===== src/rtl/rom_bus_arbiter_if.sv =====
// Bus bundle between the core's ibus/dbus, the ROM arbiter and the program ROM.
// slave: arbiter view; master: core + ROM view.
interface rom_bus_arbiter_if #(
  parameter int ADDR_WIDTH = 15,
  parameter int DATA_WIDTH = 32
);
  logic                  i_stb;
  logic [31:0]           i_addr;
  logic [DATA_WIDTH-1:0] i_data;
  logic                  i_ack;
  logic                  i_err;

  logic                  d_stb;
  logic                  d_we;
  logic [31:0]           d_addr;
  logic [DATA_WIDTH-1:0] d_data;
  logic                  d_ack;
  logic                  d_err;

  logic [ADDR_WIDTH-1:0] rom_addr;
  logic                  rom_stb;
  logic [DATA_WIDTH-1:0] rom_data;
  logic                  rom_ack;

  modport slave (
    input  i_stb, i_addr,
    output i_data, i_ack, i_err,
    input  d_stb, d_we, d_addr,
    output d_data, d_ack, d_err,
    output rom_addr, rom_stb,
    input  rom_data, rom_ack
  );

  modport master (
    output i_stb, i_addr,
    input  i_data, i_ack, i_err,
    output d_stb, d_we, d_addr,
    input  d_data, d_ack, d_err,
    input  rom_addr, rom_stb,
    output rom_data, rom_ack
  );
endinterface


===== src/rtl/rom_bus_arbiter.sv =====
// Round-robin arbiter sharing the program ROM between instruction fetch and data load ports.
// Writes are rejected with an error; a missing ROM ack ends in a timeout error.
//
// state    | meaning
// ---------+-----------------------------------------------------------
// ST_IDLE  | no transaction; arbitrate between i_stb and d_stb
// ST_ISSUE | rom_stb high for this single cycle; timeout counter cleared
// ST_WAIT  | waiting for rom_ack, counting towards TIMEOUT
// ST_RESP  | owner's ack or err pulse is high for this cycle
module rom_bus_arbiter #(
  parameter int ADDR_WIDTH = 15,
  parameter int DATA_WIDTH = 32,
  parameter int TIMEOUT    = 15
) (
  input  logic             clk,
  input  logic             rst,
  rom_bus_arbiter_if.slave bus
);
  localparam int CNT_W = $clog2(TIMEOUT + 1);
  localparam logic [CNT_W-1:0] CNT_LAST = CNT_W'(TIMEOUT - 1);
  localparam logic [CNT_W-1:0] CNT_ONE  = CNT_W'(1);

  typedef enum logic [1:0] {ST_IDLE, ST_ISSUE, ST_WAIT, ST_RESP} state_t;

  state_t                state;
  logic                  owner_d;
  logic                  last_grant_d;
  logic [CNT_W-1:0]      cnt;
  logic [ADDR_WIDTH-1:0] rom_addr_q;
  logic                  rom_stb_q;
  logic [DATA_WIDTH-1:0] i_data_q;
  logic [DATA_WIDTH-1:0] d_data_q;
  logic                  i_ack_q;
  logic                  i_err_q;
  logic                  d_ack_q;
  logic                  d_err_q;
  logic                  grant_d;

  // On a tie the port that did not win last time gets the grant.
  assign grant_d = bus.d_stb & (~bus.i_stb | ~last_grant_d);

  always_ff @(posedge clk) begin
    if (rst) begin
      state        <= ST_IDLE;
      owner_d      <= 1'b0;
      last_grant_d <= 1'b1;
      cnt          <= '0;
      rom_addr_q   <= '0;
      rom_stb_q    <= 1'b0;
      i_data_q     <= '0;
      d_data_q     <= '0;
      i_ack_q      <= 1'b0;
      i_err_q      <= 1'b0;
      d_ack_q      <= 1'b0;
      d_err_q      <= 1'b0;
    end else begin
      rom_stb_q <= 1'b0;
      i_ack_q   <= 1'b0;
      i_err_q   <= 1'b0;
      d_ack_q   <= 1'b0;
      d_err_q   <= 1'b0;
      case (state)
        ST_IDLE: begin
          if (bus.i_stb || bus.d_stb) begin
            owner_d      <= grant_d;
            last_grant_d <= grant_d;
            if (grant_d && bus.d_we) begin
              d_err_q <= 1'b1;
              state   <= ST_RESP;
            end else begin
              rom_addr_q <= grant_d ? bus.d_addr[ADDR_WIDTH-1:0] : bus.i_addr[ADDR_WIDTH-1:0];
              rom_stb_q  <= 1'b1;
              state      <= ST_ISSUE;
            end
          end
        end
        ST_ISSUE: begin
          cnt   <= '0;
          state <= ST_WAIT;
        end
        ST_WAIT: begin
          if (bus.rom_ack) begin
            if (owner_d) begin
              d_data_q <= bus.rom_data;
              d_ack_q  <= 1'b1;
            end else begin
              i_data_q <= bus.rom_data;
              i_ack_q  <= 1'b1;
            end
            state <= ST_RESP;
          end else begin
            cnt <= cnt + CNT_ONE;
            if (cnt == CNT_LAST) begin
              if (owner_d) begin
                d_data_q <= '0;
                d_err_q  <= 1'b1;
              end else begin
                i_data_q <= '0;
                i_err_q  <= 1'b1;
              end
              state <= ST_RESP;
            end
          end
        end
        ST_RESP: state <= ST_IDLE;
        default: state <= ST_IDLE;
      endcase
    end
  end

  assign bus.rom_addr = rom_addr_q;
  assign bus.rom_stb  = rom_stb_q;
  assign bus.i_data   = i_data_q;
  assign bus.i_ack    = i_ack_q;
  assign bus.i_err    = i_err_q;
  assign bus.d_data   = d_data_q;
  assign bus.d_ack    = d_ack_q;
  assign bus.d_err    = d_err_q;

  // Upper address bits are decoded upstream.
  if (ADDR_WIDTH < 32) begin : g_addr_hi
    logic unused_addr_hi;
    assign unused_addr_hi = ^{bus.i_addr[31:ADDR_WIDTH], bus.d_addr[31:ADDR_WIDTH]};
  end
endmodule


===== src/flat_wrapper.sv =====
// flat-port wrapper written by rule: the top's interface ports become plain ports
module rom_bus_arbiter_flat 
#(
  parameter int ADDR_WIDTH = 15,
  parameter int DATA_WIDTH = 32,
  parameter int TIMEOUT    = 15
)
  (clk, rst, bus_i_stb, bus_i_addr, bus_i_data, bus_i_ack, bus_i_err, bus_d_stb, bus_d_we, bus_d_addr, bus_d_data, bus_d_ack, bus_d_err, bus_rom_addr, bus_rom_stb, bus_rom_data, bus_rom_ack);
  rom_bus_arbiter_if #(.ADDR_WIDTH(ADDR_WIDTH), .DATA_WIDTH(DATA_WIDTH)) bus_i ();
  input  logic clk;
  input  logic rst;
  input wire logic [$bits(bus_i.i_stb)-1:0] bus_i_stb;
  input wire logic [$bits(bus_i.i_addr)-1:0] bus_i_addr;
  output wire logic [$bits(bus_i.i_data)-1:0] bus_i_data;
  output wire logic [$bits(bus_i.i_ack)-1:0] bus_i_ack;
  output wire logic [$bits(bus_i.i_err)-1:0] bus_i_err;
  input wire logic [$bits(bus_i.d_stb)-1:0] bus_d_stb;
  input wire logic [$bits(bus_i.d_we)-1:0] bus_d_we;
  input wire logic [$bits(bus_i.d_addr)-1:0] bus_d_addr;
  output wire logic [$bits(bus_i.d_data)-1:0] bus_d_data;
  output wire logic [$bits(bus_i.d_ack)-1:0] bus_d_ack;
  output wire logic [$bits(bus_i.d_err)-1:0] bus_d_err;
  output wire logic [$bits(bus_i.rom_addr)-1:0] bus_rom_addr;
  output wire logic [$bits(bus_i.rom_stb)-1:0] bus_rom_stb;
  input wire logic [$bits(bus_i.rom_data)-1:0] bus_rom_data;
  input wire logic [$bits(bus_i.rom_ack)-1:0] bus_rom_ack;
  assign bus_i.i_stb = bus_i_stb;
  assign bus_i.i_addr = bus_i_addr;
  assign bus_i_data = bus_i.i_data;
  assign bus_i_ack = bus_i.i_ack;
  assign bus_i_err = bus_i.i_err;
  assign bus_i.d_stb = bus_d_stb;
  assign bus_i.d_we = bus_d_we;
  assign bus_i.d_addr = bus_d_addr;
  assign bus_d_data = bus_i.d_data;
  assign bus_d_ack = bus_i.d_ack;
  assign bus_d_err = bus_i.d_err;
  assign bus_rom_addr = bus_i.rom_addr;
  assign bus_rom_stb = bus_i.rom_stb;
  assign bus_i.rom_data = bus_rom_data;
  assign bus_i.rom_ack = bus_rom_ack;
  rom_bus_arbiter #(.ADDR_WIDTH(ADDR_WIDTH), .DATA_WIDTH(DATA_WIDTH), .TIMEOUT(TIMEOUT)) u_core (.clk(clk), .rst(rst), .bus(bus_i));
endmodule

===== config.mk =====
export PLATFORM = sky130hd
export DESIGN_NAME = rom_bus_arbiter_flat
export DESIGN_NICKNAME = d
export VERILOG_FILES = /design/src/rtl/rom_bus_arbiter_if.sv /design/src/rtl/rom_bus_arbiter.sv /design/src/flat_wrapper.sv
export SDC_FILE = /design/constraint.sdc
export NUM_CORES = 1
export LEC_CHECK = 0
export CAP_MARGIN = 20
export CORE_MARGIN = 10
export CORE_UTILIZATION = 39
export DETAILED_ROUTE_END_ITERATION = 12
export PLACE_DENSITY = 0.86
export SYNTH_ARGS = -nofsm -noshare
export SYNTH_HDL_FRONTEND = slang
export SYNTH_SLANG_ARGS = --single-unit

===== constraint.sdc =====
create_clock -name clk -period 1.58 [get_ports clk]
set_input_delay 0.316 -clock clk [delete_from_list [all_inputs] [get_ports clk]]
set_output_delay 0.316 -clock clk [all_outputs]
set_load 0.01 [all_outputs]

After elaboration in Yosys (flattened, before gate mapping)
Cells that the tools add are included.
{ "word_totals": {"out_inout_bits": 84, "reg_bits": 92, "input_bits": 102, "wordCells": 69} }
{ "classes": {"reduce_logical": 14, "addsub": 1, "n_mux": 24, "bitwise": 11, "eq_ne": 7} }
{ "ops": {"columns": ["cell", "count"], "rows": [
  ["32-bit 2-to-1 mux", 8],
  ["15-bit 2-to-1 mux", 1],
  ["1-bit NOT", 9],
  ["3-bit AND reduction", 3],
  ["2-bit 2-to-1 mux", 4],
  ["2-bit case mux with 4 select lines", 1],
  ["4-bit case mux with 2 select lines", 1],
  ["1-bit 2-to-1 mux", 7],
  ["2-bit AND reduction", 3],
  ["3-bit OR reduction", 2],
  ["4-bit by 1-bit adder with 4-bit output (second input constant)", 1],
  ["2-bit equality test (second input constant)", 2],
  ["4-bit equality test (second input constant)", 1],
  ["4-bit 2-to-1 mux", 1],
  ["2-bit nonzero test", 2],
  ["4-bit OR reduction", 1],
  ["3-bit by 2-bit inequality test with 1-bit output (second input constant)", 1],
  ["2-bit by 1-bit equality test with 1-bit output (second input constant)", 1],
  ["2-bit logical NOT", 1],
  ["2-bit by 1-bit inequality test with 1-bit output (second input constant)", 1],
  ["2-bit inequality test (second input constant)", 1],
  ["1-bit case mux with 2 select lines", 1],
  ["1-bit bitwise AND", 1],
  ["1-bit logical AND", 1],
  ["2 further kinds", 2]
]} }

Depth between registers and ports, before layout
Gate-level depths: netlist (run 1).
{ "logic_depth": {"depth_word": 7, "ltp_mapped": 7, "ltp_nobuf": 6} }

Worst setup path before layout (run 1)
No wires, ideal clock.
{ "synth_path": {"path_type": "register to register", "start": "register u_core.state[0]", "end": "register u_core.d_data_q[1] (netlist: u_core.bus.d_data[1])", "required_ns": 1.452, "slack_ns": 0.144, "stages_incl_launch_ff": 8, "arrival_time_ns": 1.308, "path_buffers": 2, "synth_period_minus_slack_ns": 1.436, "setup_ns": 0.128, "cell_sequence": "dfxtp_1 -> inv_1 -> ha_1 -> buf_2 -> nand3_1 -> buf_4 -> a22oi_1 -> nor2_1"} }
{ "synth_between": {"elab_chain_cells": 2} }
{ "synth_lines": {"columns": ["item", "line_no", "rtl"], "rows": [
  ["from (decl)", "rom_bus_arbiter.sv:25", "state_t state;"],
  ["from (signal assigned)", "rom_bus_arbiter.sv:44", "state <= ST_IDLE;"],
  ["from (signal assigned)", "rom_bus_arbiter.sv:69", "state <= ST_RESP;"],
  ["from (signal assigned)", "rom_bus_arbiter.sv:73", "state <= ST_ISSUE;"],
  ["2-bit equality test", "rom_bus_arbiter.sv:62", "case (state)"],
  ["3-bit AND reduction (no line)", null, null],
  ["to (signal assigned)", "rom_bus_arbiter.sv:84", "d_data_q <= bus.rom_data;"],
  ["to (decl)", "rom_bus_arbiter.sv:32", "logic [DATA_WIDTH-1:0] d_data_q;"]
]} }
Every way passes these cells.
A chain may end at the register's enable or synchronous reset.

Final worst setup path (run 1)
{ "layout_path": {"start": "register u_core.d_err_q (netlist: u_core.bus.d_err)", "end": "output port bus_d_err"} }
{ "layout_rtl": {"columns": ["item", "line_no", "rtl"], "rows": [
  ["from (decl)", "rom_bus_arbiter.sv:36", "logic d_err_q;"],
  ["from (signal assigned)", "rom_bus_arbiter.sv:55", "d_err_q <= 1'b0;"],
  ["from (signal assigned)", "rom_bus_arbiter.sv:61", "d_err_q <= 1'b0;"],
  ["from (signal assigned)", "rom_bus_arbiter.sv:68", "d_err_q <= 1'b1;"],
  ["to (decl)", "flat_wrapper.sv:22", "output wire logic [$bits(bus_i.d_err)-1:0] bus_d_err;"]
]} }
No word-level cell between the ends.

==> run summary, run 1 <==
status -> finished, final reports clean
Power Density -> 1020 mW/mm^2
PortBufs -> 151
DIE WIDTH -> 114 um
Cells after DPL -> 594
Max Clock Freq -> 0.657 GHz
P&R area growth vs syn -> 60.3%
combinational share of power -> 23.0%
crit path kind -> reg -> out
Clock Tree Buf Depth -> 2
# setup viols final -> 0
Primary FF master, synth -> dfxtp_1
Worst Setup SP -> u_core.bus.d_err$_SDFF_PP0_
Synth area leader -> dfxtp_1
Levels on crit path -> 1
min Tclk post-route -> 1.52 ns
clock slew at the register clock pins of the worst setup and hold paths -> 0.10 ns
reg-to-reg setup timing slack -> 0.08 ns
reg2reg path depth -> 6
Wirelength per Cell -> 18.0 um
syn_nets -> 447
Reg-to-Reg End -> u_core.bus.i_data[11]$_SDFFE_PP0P_
H-tree lvl count -> 3
FF-to-FF Start -> u_core.cnt[0]$_SDFFE_PP0P_
Core Region -> 0.00868 mm^2
worst clock skew -> 0.0172 ns
synthesized area -> 0.00344 mm^2
CP startpoint kind -> flip-flop
Mapped Avg Cell Area -> 10.1 um^2
Net Sw Power -> 1.54 mW
largest net degree at the start of global routing -> 33
Crit path max-delay family -> buffers and inverters
largest fanout on the critical path -> 1
final wirelength -> 11.0 mm
Setup WS post-layout -> 0.0584 ns
Die Ht -> 114 um
ANT cells -> 0
setup TNS -> 0 ns
switch share -> 27.4%
layout cells sized above 1 -> 12.9%
Synth Warn # -> 0
Clock power frac -> 31.5%
Worst path slowest cell -> clkdlybuf4s50_1
max-slew violations -> 0
Final Wtd Congestion -> 0.754
first-pass GRT wire length -> 16.9 mm
Worst-Skew Late Latency -> 0.35 ns
Layout Cells excl Fill -> 612
worst setup path endpoint -> bus_d_err
worst endpoint data arrival time -> 1.21 ns
Worst Tran Pin Value -> 0.372 ns
initial antenna violation count -> 0
maximum VDD drop -> 0.662 mV
TritonCTS buffer count -> 9
design area -> 0.00552 mm^2
sequential area share after synthesis -> 53.5%
post-synthesis register bit count -> 92
Synth cell types -> 38
root buf cell -> clkbuf_8
Synth top cells by count -> dfxtp_1 (92), nor2_1 (54), nand2_1 (37)
Routed Antenna Nets -> 0
Final HPWL DP -> 7.93 mm
Final Core Density -> 63.6%
Critical Path RT -> 1.26 ns
First DRT Iteration DRCs -> 224
Internal -> 4.09 mW
Synth top area share -> 53.5%
Clock Sinks -> 92
top cells by area, synth -> dfxtp_1 (53%), a22o_1 (7.9%), a22oi_1 (7.2%)
HP Class -> in -> reg
Initial Utilization -> 39.7%
critical path buffer and inverter count -> 1
Tot Pwr -> 5.64 mW
I/O Pins -> 186
DRC violations left -> 0
gr usage total -> 15.8%
grt ovf -> 0
hold_ws -> 0.438 ns
via count of the first global-routing pass -> 3,311
vias -> 3,195
Fin. Hold Viols -> 0
mean number of vias per cell -> 5.22
Setup crit end kind -> primary output
Placed Area -> 0.00518 mm^2
Max Cap Viol -> 0
number of flops mapped to enable cells by yosys -> 0
biggest cell delay along the critical path -> 0.53 ns
post-route clock period utilization -> 96.3%
Die ar. -> 0.0130 mm^2
most frequent cell after synthesis -> dfxtp_1
Core Rows -> 34
Seq pwr share -> 45.5%
drt pass-1 iters -> 4
leak pwr -> 2.90 nW
CP cell instances -> clkdlybuf4s50_1
dpl ws -> -0.217 ns
Final #Nets -> 606
Slew headroom -> 75.1%
CTS tree -> done
Post-Syn Instances -> 340
asr flop ratio synth -> 0%
==> layout make-up <==
cell class	count	area, um^2
Clock buffer	10	138
Clock inverter	6	93.8
Fill cell	708	3160
Inverter	7	26.3
Multi-Input combinational cell	215	1440
Sequential cell	92	1840
Tap cell	108	135
Timing Repair Buffer	174	1840
==> worst register-to-register path: cells and delay by family, from the launching register on <==
| family | cells | cell delay (ns) |
|---|---|---|
| adders and majority gates | 1 | 0.21 |
| AOI/OAI and AO/OA | 3 | 0.66 |
| DFF | 1 | 0.34 |
| buffers and inverters | 2 | 0.24 |
==> repair_timing <==
item                                    CTS  global route
buffers inserted                          0             0
endpoints found under the setup margin   54            62
hold buffers                              0             0
resized for setup                        44            43
gates cloned                              0             2
pin swaps                                 0             1
==> cells in the final DEF (no fill, tap or decap), types with 3 or more instances in the layout <==
cell type	count
a311oi_1	4
a311oi_2	11
inv_1	5
dlymetal6s2s_1	38
buf_12	7
a22o_1	31
dlygate4sd2_1	43
dfxtp_1	91
clkbuf_8	10
buf_4	14
nand2_1	37
nor3_1	6
a22oi_1	33
nor2_1	53
clkdlybuf4s50_1	69
ha_1	3
nor2b_1	3
a21oi_1	6
==> state kept, by name, indices dropped and copies added, names as in the netlist <==
| name | cells |
|---|---|
| u_core.last_grant_d | 1 |
| u_core.bus.i_err | 1 |
| u_core.owner_d | 1 |
| u_core.bus.rom_addr | 15 |
| u_core.bus.i_data | 32 |
| u_core.bus.i_ack | 1 |
| u_core.cnt | 4 |
| u_core.bus.d_data | 32 |
| u_core.bus.d_err | 1 |
| u_core.state | 2 |
| u_core.bus.d_ack | 1 |
| u_core.bus.rom_stb | 1 |
==> worst min-delay path by stage <==
stage                                       startpoint                            endpoint  cells past startpoint
finish                                             rst         u_core.bus.i_ack$_SDFF_PP0_                      3
floorplan                             bus_rom_data[15]  u_core.bus.i_data[15]$_SDFFE_PP0P_                      1
detailed placement  u_core.bus.d_data[27]$_SDFFE_PP0P_  u_core.bus.d_data[27]$_SDFFE_PP0P_                      2
global route                                       rst         u_core.bus.i_ack$_SDFF_PP0_                      3
global placement    u_core.bus.d_data[27]$_SDFFE_PP0P_  u_core.bus.d_data[27]$_SDFFE_PP0P_                      2
CTS                                                rst         u_core.bus.i_ack$_SDFF_PP0_                      3
==> metal layers <==
layer	part of all wire (%)	GRT usage [%]
met1	42	18.5
met2	47	25.6
met4	1.2	3.76
met3	9.8	7.66
met5	0	0
==> cell families (layout without fill, tap and decap cells) <==
logic type | after synthesis | after routing | share of synthesized area [%]
adder cells (fa/ha/maj) | 5 | 5 | 1.82
buffers and inverters | 33 | 197 | 5.52
AO/OA/AOI/OAI | 96 | 96 | 25.1
flip-flops | 92 | 92 | 53.5
multiplexers | 1 | 1 | 0.291
AND/OR/NAND/NOR | 113 | 113 | 13.8
==> power groups by stage <==
| stage | combinational (mW) | sequential (mW) | clock (mW) |
|---|---|---|---|
| finish | 1.30 | 2.57 | 1.78 |
| global route | 1.40 | 2.59 | 1.92 |
| CTS | 1.24 | 2.56 | 1.82 |
| detailed placement | 1.28 | 2.62 | 0 |
| global placement | 1.25 | 2.61 | 0 |
| floorplan | 0.596 | 2.67 | 0 |
Note: power is estimated with default switching activity, not from simulation.
==> run 2, diff against run 1 <==
--- a/config.mk
+++ b/config.mk
@@ -9,7 +9,8 @@
 export CORE_MARGIN = 10
 export CORE_UTILIZATION = 39
 export DETAILED_ROUTE_END_ITERATION = 12
-export PLACE_DENSITY = 0.86
+export PLACE_DENSITY = 0.92
+export SETUP_SLACK_MARGIN = 0.02
 export SYNTH_ARGS = -nofsm -noshare
 export SYNTH_HDL_FRONTEND = slang
 export SYNTH_SLANG_ARGS = --single-unit
==> run 2 against run 1 <==
Compared with the run above: non-clock buffer count is 14 higher; first-iteration DRC count is 7.1% higher; maximum frequency up 0.82%; via count is 3.9% higher; design area up 1.3%; global-route usage increased by 0.16 points; worst hold slack improved by 0.022 ns.
==> run summary, run 2 (synthesis gave the netlist of run 1 again) <==
status -> finished, final reports clean
met2 wire length -> 5.95 mm
max-slew violations -> 0
Tot Pwr -> 5.55 mW
reg2reg path depth -> 6
grt ovf -> 0
worst endpoint data arrival time -> 1.75 ns
uppermost layer routed -> met4
mean number of vias per cell -> 5.30
Core Region -> 0.00868 mm^2
maximum VDD drop -> 0.604 mV
layout cells sized above 1 -> 16.0%
clock slew at the register clock pins of the worst setup and hold paths -> 0.09 ns
Max Clock Freq -> 0.663 GHz
CP startpoint kind -> flip-flop
via count of the first global-routing pass -> 3,324
design area -> 0.00559 mm^2
Clock Sinks -> 92
DIE WIDTH -> 114 um
Worst Tran Pin Value -> 0.337 ns
I/O Pins -> 186
HP Class -> in -> reg
Final Wtd Congestion -> 0.855
Routed Antenna Nets -> 0
met3 wire len -> 1.07 mm
RSZ-0062 raised after global routing -> true
Core Rows -> 34
Worst Setup SP -> u_core.state[1]$_SDFFE_PP0P_
Clock power frac -> 28.7%
crit path kind -> reg -> reg
Final Core Density -> 64.4%
CTS tree -> done
root buf cell -> clkbuf_8
# setup viols final -> 0
Die Ht -> 114 um
most frequent cells in the layout -> dfxtp_1 (90), dlygate4sd2_1 (69), clkdlybuf4s50_1 (67)
Power Density -> 993 mW/mm^2
Clock Tree Buf Depth -> 2
leak pwr -> 2.68 nW
Critical Path RT -> 1.82 ns
Wirelength per Cell -> 18.7 um
PortBufs -> 151
final wirelength -> 11.7 mm
combinational share of power -> 25.1%
Cells after DPL -> 601
Slew headroom -> 77.5%
Hold Startpoint -> rst
Hold Crit Depth -> 3
Setup crit end kind -> flip-flop
switch share -> 28.9%
Final HPWL DP -> 8.51 mm
Met1 Wirelength -> 4.50 mm
post-route clock period utilization -> 95.5%
drt pass-1 iters -> 4
fillers -> 720
Fin. Hold Viols -> 0
FF-to-FF Start -> u_core.state[1]$_SDFFE_PP0P_
gr usage total -> 16.0%
min Tclk post-route -> 1.51 ns
Seq pwr share -> 46.2%
Die ar. -> 0.0130 mm^2
Net Sw Power -> 1.61 mW
setup TNS -> 0 ns
Layout Cells excl Fill -> 626
worst clock skew -> 0.0142 ns
Placed Area -> 0.00522 mm^2
largest fanout on the critical path -> 6
Max Cap Viol -> 0
Final #Nets -> 620
H-tree lvl count -> 3
P&R area growth vs syn -> 62.3%
First DRT Iteration DRCs -> 240
Worst-Skew Late Latency -> 0.35 ns
Internal -> 3.94 mW
TritonCTS buffer count -> 9
DRC violations left -> 0
largest net degree at the start of global routing -> 27
vias -> 3,319
Initial Utilization -> 39.7%
initial antenna violation count -> 0
first-pass GRT wire length -> 17.2 mm
most common cell after layout, fill and taps aside -> dfxtp_1
ANT cells -> 0
-- run 2: cell count changes in the layout (fill, tap and decap cells not counted), sizes merged --
cell	before	now
clkinv	1	3
buf	22	34
clkbuf	12	13
clkdlybuf4s50	69	67
bufinv	2	1
dlymetal6s2s	38	14
dlygate4sd2	43	69
-- run 2: per-layer routing --
layer	vias up	GRT usage, %
met5	-	0
met4	0	4.34
met3	14	6.93
met2	144	27.8
met1	1585	17.3
li1	1576	-
-- run 2: final timing paths --
kind | to | slack [ns]
setup / recovery | u_core.state[1]$_SDFFE_PP0P_ | 0.07
hold / removal | u_core.cnt[1]$_SDFFE_PP0P_ | 0.46
setup reg to reg | u_core.state[1]$_SDFFE_PP0P_ | 0.07
hold reg to reg | u_core.bus.d_data[27]$_SDFFE_PP0P_ | 0.46
-- run 2: repair_timing --
action	in CTS	in global routing
hold endpoints to repair	0	0
gates resized for setup	72	30
endpoints found under the setup margin	85	88
cloned	0	5
buffers inserted	0	4
hold buffers	0	0
pin swaps	0	3
-- run 2: critical path, cell delays in order (launching register included) --
cell,delay (ns)
dfxtp_1,0.42
inv_2,0.08
ha_4,0.18
nor3b_1,0.16
a31oi_1,0.27
mux2i_1,0.25
nor2_1,0.05
-- run 2: layout make-up --
cell class / instances / area [um^2] / share of cell area, %
flip-flops and latches: 92 / 1840 / 33.0
inverters: 7 / 26.3 / 0.470
multi-input cells: 215 / 1480 / 26.4
repair buffers: 188 / 1910 / 34.2
clock inverters: 7 / 73.8 / 1.32
well taps: 108 / 135 / 2.42
clock buffers: 9 / 124 / 2.22
-- run 2: metrics by stage --
stage | hold slack (ns) | setup WS [ns]
2_1_floorplan | 0.449 | 0.144
3_3_place_gp | 0.444 | -0.177
3_5_place_dp | 0.450 | -0.232
4_1_cts | 0.396 | 0.0203
5_1_grt | 0.462 | -0.00574
6_report | 0.460 | 0.0707
-- run 2: power by group through the flow --
stage / Clock, mW / Sequential [mW] / Combinational (mW)
after CTS: 1.62 / 2.56 / 1.24
after floorplan: 0 / 2.67 / 0.596
after global routing: 1.71 / 2.58 / 1.51
after global placement: 0 / 2.61 / 1.26
final: 1.59 / 2.57 / 1.39
after detailed placement: 0 / 2.62 / 1.31
